==> src/rtl/dbus_router.sv <==
// dbus_router: routes the core load/store port to data RAM, timer or console.
// Decode and forwarding are combinational. RAM responses pass through with no
// added latency. Console and unmapped accesses answer one cycle after grant.
// Backpressure comes only from ram_gnt; the timer and console take every request.
// Ports: host_* is the core side; ram_*, tmr_* and con_* are the target sides.
module dbus_router #(
    parameter logic [31:0] RAM_BASE = 32'h0010_0000,
    parameter logic [31:0] RAM_MASK = 32'hFFF0_0000,
    parameter logic [31:0] TMR_BASE = 32'h0003_0000,
    parameter logic [31:0] TMR_MASK = 32'hFFFF_FF00,
    parameter logic [31:0] CON_BASE = 32'h0002_0000,
    parameter logic [31:0] CON_MASK = 32'hFFFF_FF00
) (
    input  logic        clk_i,
    input  logic        rst_i,
    // host side
    input  logic        host_req_i,
    output logic        host_gnt_o,
    input  logic        host_we_i,
    input  logic [3:0]  host_be_i,
    input  logic [31:0] host_addr_i,
    input  logic [31:0] host_wdata_i,
    output logic        host_rvalid_o,
    output logic [31:0] host_rdata_o,
    output logic        host_err_o,
    // data RAM
    output logic        ram_req_o,
    output logic        ram_we_o,
    output logic [3:0]  ram_be_o,
    output logic [31:0] ram_addr_o,
    output logic [31:0] ram_wdata_o,
    input  logic        ram_gnt_i,
    input  logic        ram_rvalid_i,
    input  logic [31:0] ram_rdata_i,
    // timer
    output logic        tmr_req_o,
    output logic        tmr_we_o,
    output logic [3:0]  tmr_be_o,
    output logic [31:0] tmr_addr_o,
    output logic [31:0] tmr_wdata_o,
    input  logic        tmr_rvalid_i,
    input  logic [31:0] tmr_rdata_i,
    // console (no response channel)
    output logic        con_req_o,
    output logic        con_we_o,
    output logic [31:0] con_addr_o,
    output logic [31:0] con_wdata_o
);

    typedef enum logic [1:0] {
        IDLE       = 2'd0,
        WAIT_RAM   = 2'd1,
        WAIT_TMR   = 2'd2,
        RESP_LOCAL = 2'd3
    } state_t;

    state_t      state, state_nxt;
    logic        err_q, err_nxt;

    logic        sel_ram, sel_tmr, sel_con;
    logic        resp_vld;
    logic [31:0] resp_rdata;
    logic        resp_err;
    logic        can_issue;
    logic        gnt;

    // Overlap priority RAM > timer > console is folded into the selects,
    // so at most one of them is ever high.
    assign sel_ram = ((host_addr_i & RAM_MASK) == RAM_BASE);
    assign sel_tmr = !sel_ram && ((host_addr_i & TMR_MASK) == TMR_BASE);
    assign sel_con = !sel_ram && !sel_tmr && ((host_addr_i & CON_MASK) == CON_BASE);

    always_ff @(posedge clk_i or posedge rst_i) begin
        if (rst_i) begin
            state <= IDLE;
            err_q <= 1'b0;
        end else begin
            state <= state_nxt;
            err_q <= err_nxt;
        end
    end

    always_comb begin
        state_nxt  = state;
        err_nxt    = err_q;
        resp_vld   = 1'b0;
        resp_rdata = 32'h0;
        resp_err   = 1'b0;

        // Only the target currently being waited on can produce a response;
        // stray rvalids from the other target are dropped here.
        case (state)
            WAIT_RAM: begin
                resp_vld   = ram_rvalid_i;
                resp_rdata = ram_rvalid_i ? ram_rdata_i : 32'h0;
            end
            WAIT_TMR: begin
                resp_vld   = tmr_rvalid_i;
                resp_rdata = tmr_rvalid_i ? tmr_rdata_i : 32'h0;
            end
            RESP_LOCAL: begin
                resp_vld = 1'b1;
                resp_err = err_q;
            end
            default: ;
        endcase

        // A new request may be accepted in the cycle the previous response
        // leaves, which gives one transaction per cycle on single-cycle targets.
        can_issue = (state == IDLE) || resp_vld;
        gnt       = host_req_i && can_issue && (sel_ram ? ram_gnt_i : 1'b1);

        if (resp_vld)
            state_nxt = IDLE;

        if (gnt) begin
            if (sel_ram)
                state_nxt = WAIT_RAM;
            else if (sel_tmr)
                state_nxt = WAIT_TMR;
            else begin
                state_nxt = RESP_LOCAL;
                err_nxt   = !sel_con;
            end
        end
    end

    // Handshake and response outputs are held low for the whole reset
    // period, even though the decode itself is purely combinational.
    assign host_gnt_o    = gnt && !rst_i;
    assign host_rvalid_o = resp_vld && !rst_i;
    assign host_rdata_o  = rst_i ? 32'h0 : resp_rdata;
    assign host_err_o    = resp_err && !rst_i;

    assign ram_req_o = host_req_i && sel_ram && can_issue && !rst_i;
    assign tmr_req_o = host_req_i && sel_tmr && can_issue && !rst_i;
    assign con_req_o = host_req_i && sel_con && can_issue && !rst_i;

    // Request fields go to every target unchanged; each target only acts on
    // them while its own req is high.
    assign ram_we_o    = host_we_i;
    assign ram_be_o    = host_be_i;
    assign ram_addr_o  = host_addr_i;
    assign ram_wdata_o = host_wdata_i;

    assign tmr_we_o    = host_we_i;
    assign tmr_be_o    = host_be_i;
    assign tmr_addr_o  = host_addr_i;
    assign tmr_wdata_o = host_wdata_i;

    assign con_we_o    = host_we_i;
    assign con_addr_o  = host_addr_i;
    assign con_wdata_o = host_wdata_i;

endmodule

==> config.mk <==
export PLATFORM = sky130hd
export DESIGN_NAME = dbus_router
export DESIGN_NICKNAME = d
export VERILOG_FILES = /design/src/rtl/dbus_router.sv
export SDC_FILE = /design/constraint.sdc
export NUM_CORES = 1
export LEC_CHECK = 0
export ABC_AREA = 1
export BUFFER_PORTS_ARGS = -buffer_cell sky130_fd_sc_hd__buf_2
export CAP_MARGIN = 10
export CORE_AREA = 2 2 147 149
export CTS_BUF_LIST = sky130_fd_sc_hd__clkbuf_4 sky130_fd_sc_hd__clkbuf_8
export DETAILED_ROUTE_END_ITERATION = 6
export DIE_AREA = 0 0 149 151
export GPL_TIMING_DRIVEN = 0
export PLACE_DENSITY = 0.45
export REMOVE_ABC_BUFFERS = 1
export SLEW_MARGIN = 15
export SYNTH_ARGS = -nofsm -noshare
export SYNTH_HDL_FRONTEND = slang
export SYNTH_SLANG_ARGS = --single-unit
==> constraint.sdc <==
create_clock -name clk_i -period 1.85 [get_ports clk_i]
set_clock_uncertainty 0.15 [all_clocks]
set_input_delay 0.0925 -clock clk_i [delete_from_list [all_inputs] [get_ports clk_i]]
set_output_delay 0.0925 -clock clk_i [all_outputs]
set_load 0.01 [all_outputs]
==> qor.yml, run 1 <==
netlist_area_mm2: 0.00264
crit_slowest_cell: "dfrtp_1"
nNetsFinal: 564
drt_iter0_markers: 93
cts_buffer_depth: 2
powerDensity_mw_per_mm2: 1000
n_antenna_cell: 0
critPathRequiredTime_ns: 1.61
slew_violations: 0
seq_area_frac_synth: 0.0285
timing.fmax_ghz: 0.525
synthSimpleGateAreaFrac: 0.237
multiInputGateArea_mm2: 0.00112
avgViaCountPerCell: 4.01
path_delay_family: "flip-flops"
reg2reg_depth: 12
setup_viol: 35
ys_ff_latch: 3
rsz0062_at_grt: "true"
slowest_delay_ns: 0.40
grt_pass1_wl_um: 18600
pre_cts_ws_ns: -0.504
clockRootBuffer: "clkbuf_8"
fin_ws_ns: -0.0531
yosysTopAreaCell: "buf_4"
die_area_mm2: 0.0225
grt_usage: 0.122
remaining_drc_errors: 0
drive_above_1_share: 0.683
overflow: 0
hp-class: "in2out"
synth.most_common_cell: "buf_4"
layout_min_cycle_time_ns: 1.90
wirelength_um: 15800
cts.sinks: 3
synth_compound_area_frac: 0.0679
end_kind: "primary output"
first_pass_iters: 4
hold_viol: 0
syn_avg_cell_area_um2: 6.46
cts-htree-levels: 1
synth_top_family_by_area: "buffers and inverters"
synth.distinct_cells: 20
synth_flop_cell: "dfrtp_1"
antenna_found_initial: 0
worst_pin_slew_ns: 0.693
total_power_w: 0.00300
antenna_left: 0
die_h_um: 151
hold_path_depth: 0
grt_max_degree: 34
final-seq-area_um2: 76.3
critPathLaunchType: "flip-flop"
cap_violations: 0
start_util: 0.127
cts_tree: "built"
io_buffers: 203
clk_pin_slew_ns: 0.03
placed_cell_area_mm2: 0.00238
ys_warn_count: 0
worst-path-stages: 6
insertion_delay_ns: 0.22
maxSlewHeadroom: 0.538
critPathMaxFanout: 16
path_class: "reg2out"
areaGrowthSynthToFinish_pct: 13.8
violations: "negative setup slack"
ir_drop_uv: 422
io_pins: 380
muxShareOfSynthArea: 0
min_period_over_period: 1.03
yosys.area.top_type_share: 0.584
num_vias: 2786
worst-path-buf-inv: 3
synth_edf_count: 0
ys_top_cells_by_area: "buf_4, nand3_1, a21oi_1"
worstPathCellList: "inv_2 -> buf_4 -> ha_4 -> nand2_8 -> a21oi_4 -> buf_6"
cp_data_arrival_time_ns: 1.66
reg2reg_slack_ns: 0.02
dpl.hpwl_um: 11200
synthArstFlopShare: 1.00
core-area_mm2: 0.0208
synth_cells: 408
power.leakage_nw: 1.41
n_fill_cell: 2387
yosys-top-cells-count: "buf_4, nand3_1, a21oi_1"
fin_area_mm2: 0.00300
synth_xor_area_frac: 0
routedWlPerCell_um: 22.8
numCtsBuffers: 3
rows: 53
synthAdderAreaFrac: 0.0237
die_w_um: 149
grt_pass1_vias: 2239
status: "complete, but fails checks"
gp_congestion: 0.724
## area by class of cell
cell class | count | area share
well taps | 275 | 0.115
inverters | 19 | 0.0246
clock buffers | 4 | 0.0163
repair buffers | 227 | 0.446
flip-flops and latches | 3 | 0.0254
multi-input cells | 166 | 0.373
## sequential cells by signal, summed over array words and instances (netlist names)
signal / cells
state: 2
err_q: 1
## power breakdown
part	internal, W	leakage (nW)	total, W	switching (W)
Sequential	0.000104	0.0342	0.000138	0.0000340
Clock	0.000162	0.0262	0.000206	0.0000445
Combinational	0.00118	1.35	0.00265	0.00148
## path summary, 6_finish.rpt
path,endpoint,start
setup / recovery,host_rdata_o[25],state[1]
hold / removal,con_addr_o[1],host_addr_i[1]
setup reg to reg,err_q,state[0]
hold reg to reg,err_q,err_q
max in group asynchronous,state[0],rst_i
min in group asynchronous,state[0],rst_i
## worst register-to-register path, cell delays in order (launching register included)
cell and delay, ns:
dfrtp_2 0.42, buf_4 0.14, ha_1 0.21, inv_1 0.07, nand3_2 0.10, nand2_4 0.10, nand2_2 0.05, nand2_2 0.07
nor2_4 0.04, buf_4 0.12, buf_4 0.13, nand3_1 0.06, nand2_1 0.06
## metal layers
metal | wire length [um] | part of all wire | GRT usage
met2 | 6110 | 0.39 | 0.170
met3 | 3400 | 0.21 | 0.117
met1 | 6070 | 0.38 | 0.126
met5 | 82 | 0.0052 | 0.0773
met4 | 148 | 0.0094 | 0.0319
## cell usage in the layout (no fill, tap or decap), types with 2 or more instances in the layout
cell type | netlist | layout
buf_2 | 17 | 198
nand3_1 | 76 | 75
a21oi_2 | 0 | 24
nor2_1 | 17 | 17
inv_1 | 17 | 15
nand2_1 | 18 | 14
buf_4 | 205 | 13
nand2_2 | 4 | 7
buf_6 | 0 | 7
buf_12 | 0 | 6
a21oi_4 | 0 | 5
inv_2 | 2 | 3
nor2_2 | 3 | 3
nand2_8 | 0 | 3
a21oi_1 | 32 | 3
ha_4 | 0 | 3
clkbuf_8 | 0 | 3
nand3_2 | 1 | 2
nand3b_1 | 2 | 2
ha_1 | 5 | 2
dfrtp_1 | 3 | 2
## cells by family after synthesis
group,Yosys count
AND/OR/NAND/NOR,126
buffers and inverters,241
AO/OA/AOI/OAI,33
flip-flops,3
adder cells (fa/ha/maj),5
## what timing repair did
action                                  4_1_cts  5_1_grt
resized for setup                            19       43
pin swaps                                     6        4
hold buffers                                  1        0
hold endpoints to repair                      3        0
gates cloned                                  1        3
setup buffers                                17        5
endpoints found under the setup margin       40       36
## stage by stage
stage          hold slack, ns  instances  TNS, ns  utilization
2_1_floorplan          -0.311        186    -1.45            -
3_3_place_gp           -0.103        664   -27.68        0.114
3_5_place_dp          -0.0932        664    -7.49        0.114
4_1_cts                0.0355        687   -0.627        0.131
5_1_grt                0.0352        694    -4.91        0.144
6_report               0.0352        694    -1.15        0.144
No activity file was read; power rests on OpenSTA's default activity.
==> run 2, diff against run 1 <==
--- a/config.mk
+++ b/config.mk
@@ -13,7 +13,7 @@
 export DETAILED_ROUTE_END_ITERATION = 6
 export DIE_AREA = 0 0 149 151
 export GPL_TIMING_DRIVEN = 0
-export PLACE_DENSITY = 0.45
+export PLACE_DENSITY = 0.47
 export REMOVE_ABC_BUFFERS = 1
 export SLEW_MARGIN = 15
 export SYNTH_ARGS = -nofsm -noshare
==> run 2 against run 1 <==
The flow still finishes with violations (negative setup slack). Setup slack improved by 0.019 ns. Worst hold slack barely moved. Sequential share of layout area rose by 0.18 points. Global-route usage rose by 0.096 points. Power fell by 9.7%. Combinational power fell by 11%. Cell count fell by 0.29%. Sequential power rose by 10%. Clock power barely moved. Non-clock buffer count fell by 2. Clock-buffer cell count did not move. Via count fell by 1.6%. Critical endpoint is now con_req_o. Largest cell class unchanged.
==> qor.yml, run 2 (synthesis results as in run 1) <==
start_util: 0.127
core-area_mm2: 0.0208
rsz0062_at_grt: "true"
gp_congestion: 0.741
grt_usage: 0.123
die_h_um: 151
min_period_over_period: 1.02
layout_min_cycle_time_ns: 1.88
placed_cell_area_mm2: 0.00238
hold_viol: 0
cts.sinks: 3
fin_cells: 692
worst_pin_slew_ns: 0.717
layout_commonest_cell: "buf_2"
violations: "negative setup slack"
status: "complete, but fails checks"
end_kind: "primary output"
nNetsFinal: 562
die_w_um: 149
dpl.hpwl_um: 11000
avgViaCountPerCell: 3.96
rows: 53
drt_iter0_markers: 98
fin_ws_ns: -0.0342
critPathLaunchType: "flip-flop"
grt_pass1_vias: 2344
routedWlPerCell_um: 22.4
grt_pass1_wl_um: 19100
cts_tree: "built"
remaining_drc_errors: 0
clk_pin_slew_ns: 0.03
critPathMaxFanout: 4
path_class: "reg2out"
antenna_left: 0
die_area_mm2: 0.0225
cts-htree-levels: 1
cap_violations: 0
cts_buffer_depth: 2
maxSlewHeadroom: 0.522
ir_drop_uv: 447
final_cell_mix: "buf_2, nand3_1, a21oi_1"
regMostFlops: "state"
largest_registers: "state x2, err_q x1"
first_pass_iters: 4
grt_max_degree: 34
final-seq-area_um2: 77.6
n_fill_cell: 2427
hp-class: "in2out"
io_pins: 380
power.leakage_nw: 1.40
powerDensity_mw_per_mm2: 949
overflow: 0
num_vias: 2741
dp.cells: 664
numCtsBuffers: 3
critPathRequiredTime_ns: 1.61
insertion_delay_ns: 0.22
io_buffers: 203
multiInputGateArea_mm2: 0.00104
largest_reg_flops: 2
areaGrowthSynthToFinish_pct: 8.16
antenna_found_initial: 0
cp_data_arrival_time_ns: 1.64
setup_viol: 21
drive_above_1_share: 0.650
slew_violations: 0
timing.fmax_ghz: 0.531
fin_area_mm2: 0.00285
wirelength_um: 15500
n_antenna_cell: 0
clockRootBuffer: "clkbuf_8"
## run 2: worst max-delay path: stages (launching register included)
cell and delay [ns]:
dfrtp_2 0.42, inv_4 0.09, ha_4 0.16, nand2_4 0.06
nand3_4 0.12, nand2_4 0.07, nand2_2 0.06, nand2_2 0.05
nor2_4 0.09, nand2_2 0.06, nor2_2 0.10, buf_2 0.14
## run 2: final cells by class
cell class | count | area share
repair buffers | 225 | 0.441
multi-input cells | 166 | 0.366
well taps | 275 | 0.121
inverters | 19 | 0.0276
flip-flops and latches | 3 | 0.0272
clock buffers | 4 | 0.0171
## run 2: power breakdown
| group | switching, W | internal, W |
|---|---|---|
| sequential | 0.0000462 | 0.000106 |
| clock | 0.0000431 | 0.000162 |
| combinational | 0.00134 | 0.00101 |
| total | 0.00143 | 0.00127 |
## run 2: what timing repair did
item | 4_1_cts | 5_1_grt
gates cloned | 1 | 2
resized for setup | 23 | 23
hold buffers | 1 | 0
setup endpoints to repair | 40 | 37
pin swaps | 6 | 13
setup buffers | 19 | 1
hold endpoints to repair | 3 | 0
## run 2: routing by layer
layer  vias to the layer above  wire length, um  GRT usage
met5                         -              172     0.0864
met4                         7              178     0.0362
met3                        26             3390      0.118
met2                       339             5900      0.161
met1                      1240             5850      0.133
li1                       1129                -          -
## run 2: final timing paths
path	startpoint	to	slack [ns]	cells past startpoint
max in group asynchronous	rst_i	state[1]	1.03	3
setup / recovery	state[0]	con_req_o	-0.03	11
hold / removal	host_wdata_i[3]	con_wdata_o[3]	0.04	0
hold reg to reg	err_q	err_q	0.34	2
min in group asynchronous	rst_i	state[0]	0.33	3
setup reg to reg	state[0]	err_q	0.18	11
## run 2: through the flow
stage | hold slack [ns] | setup slack, ns | total power [W] | setup TNS, ns | util
final | 0.0352 | -0.0342 | 0.00271 | -0.267 | 0.137
after global routing | 0.0352 | -0.174 | 0.00291 | -2.80 | 0.137
after CTS | 0.0355 | -0.0456 | 0.00246 | -0.354 | 0.131
after detailed placement | -0.119 | -0.445 | 0.00151 | -6.67 | 0.114
after global placement | -0.126 | -0.891 | 0.00150 | -25.52 | 0.114
after floorplan | -0.311 | -0.224 | 0.000858 | -1.45 | -
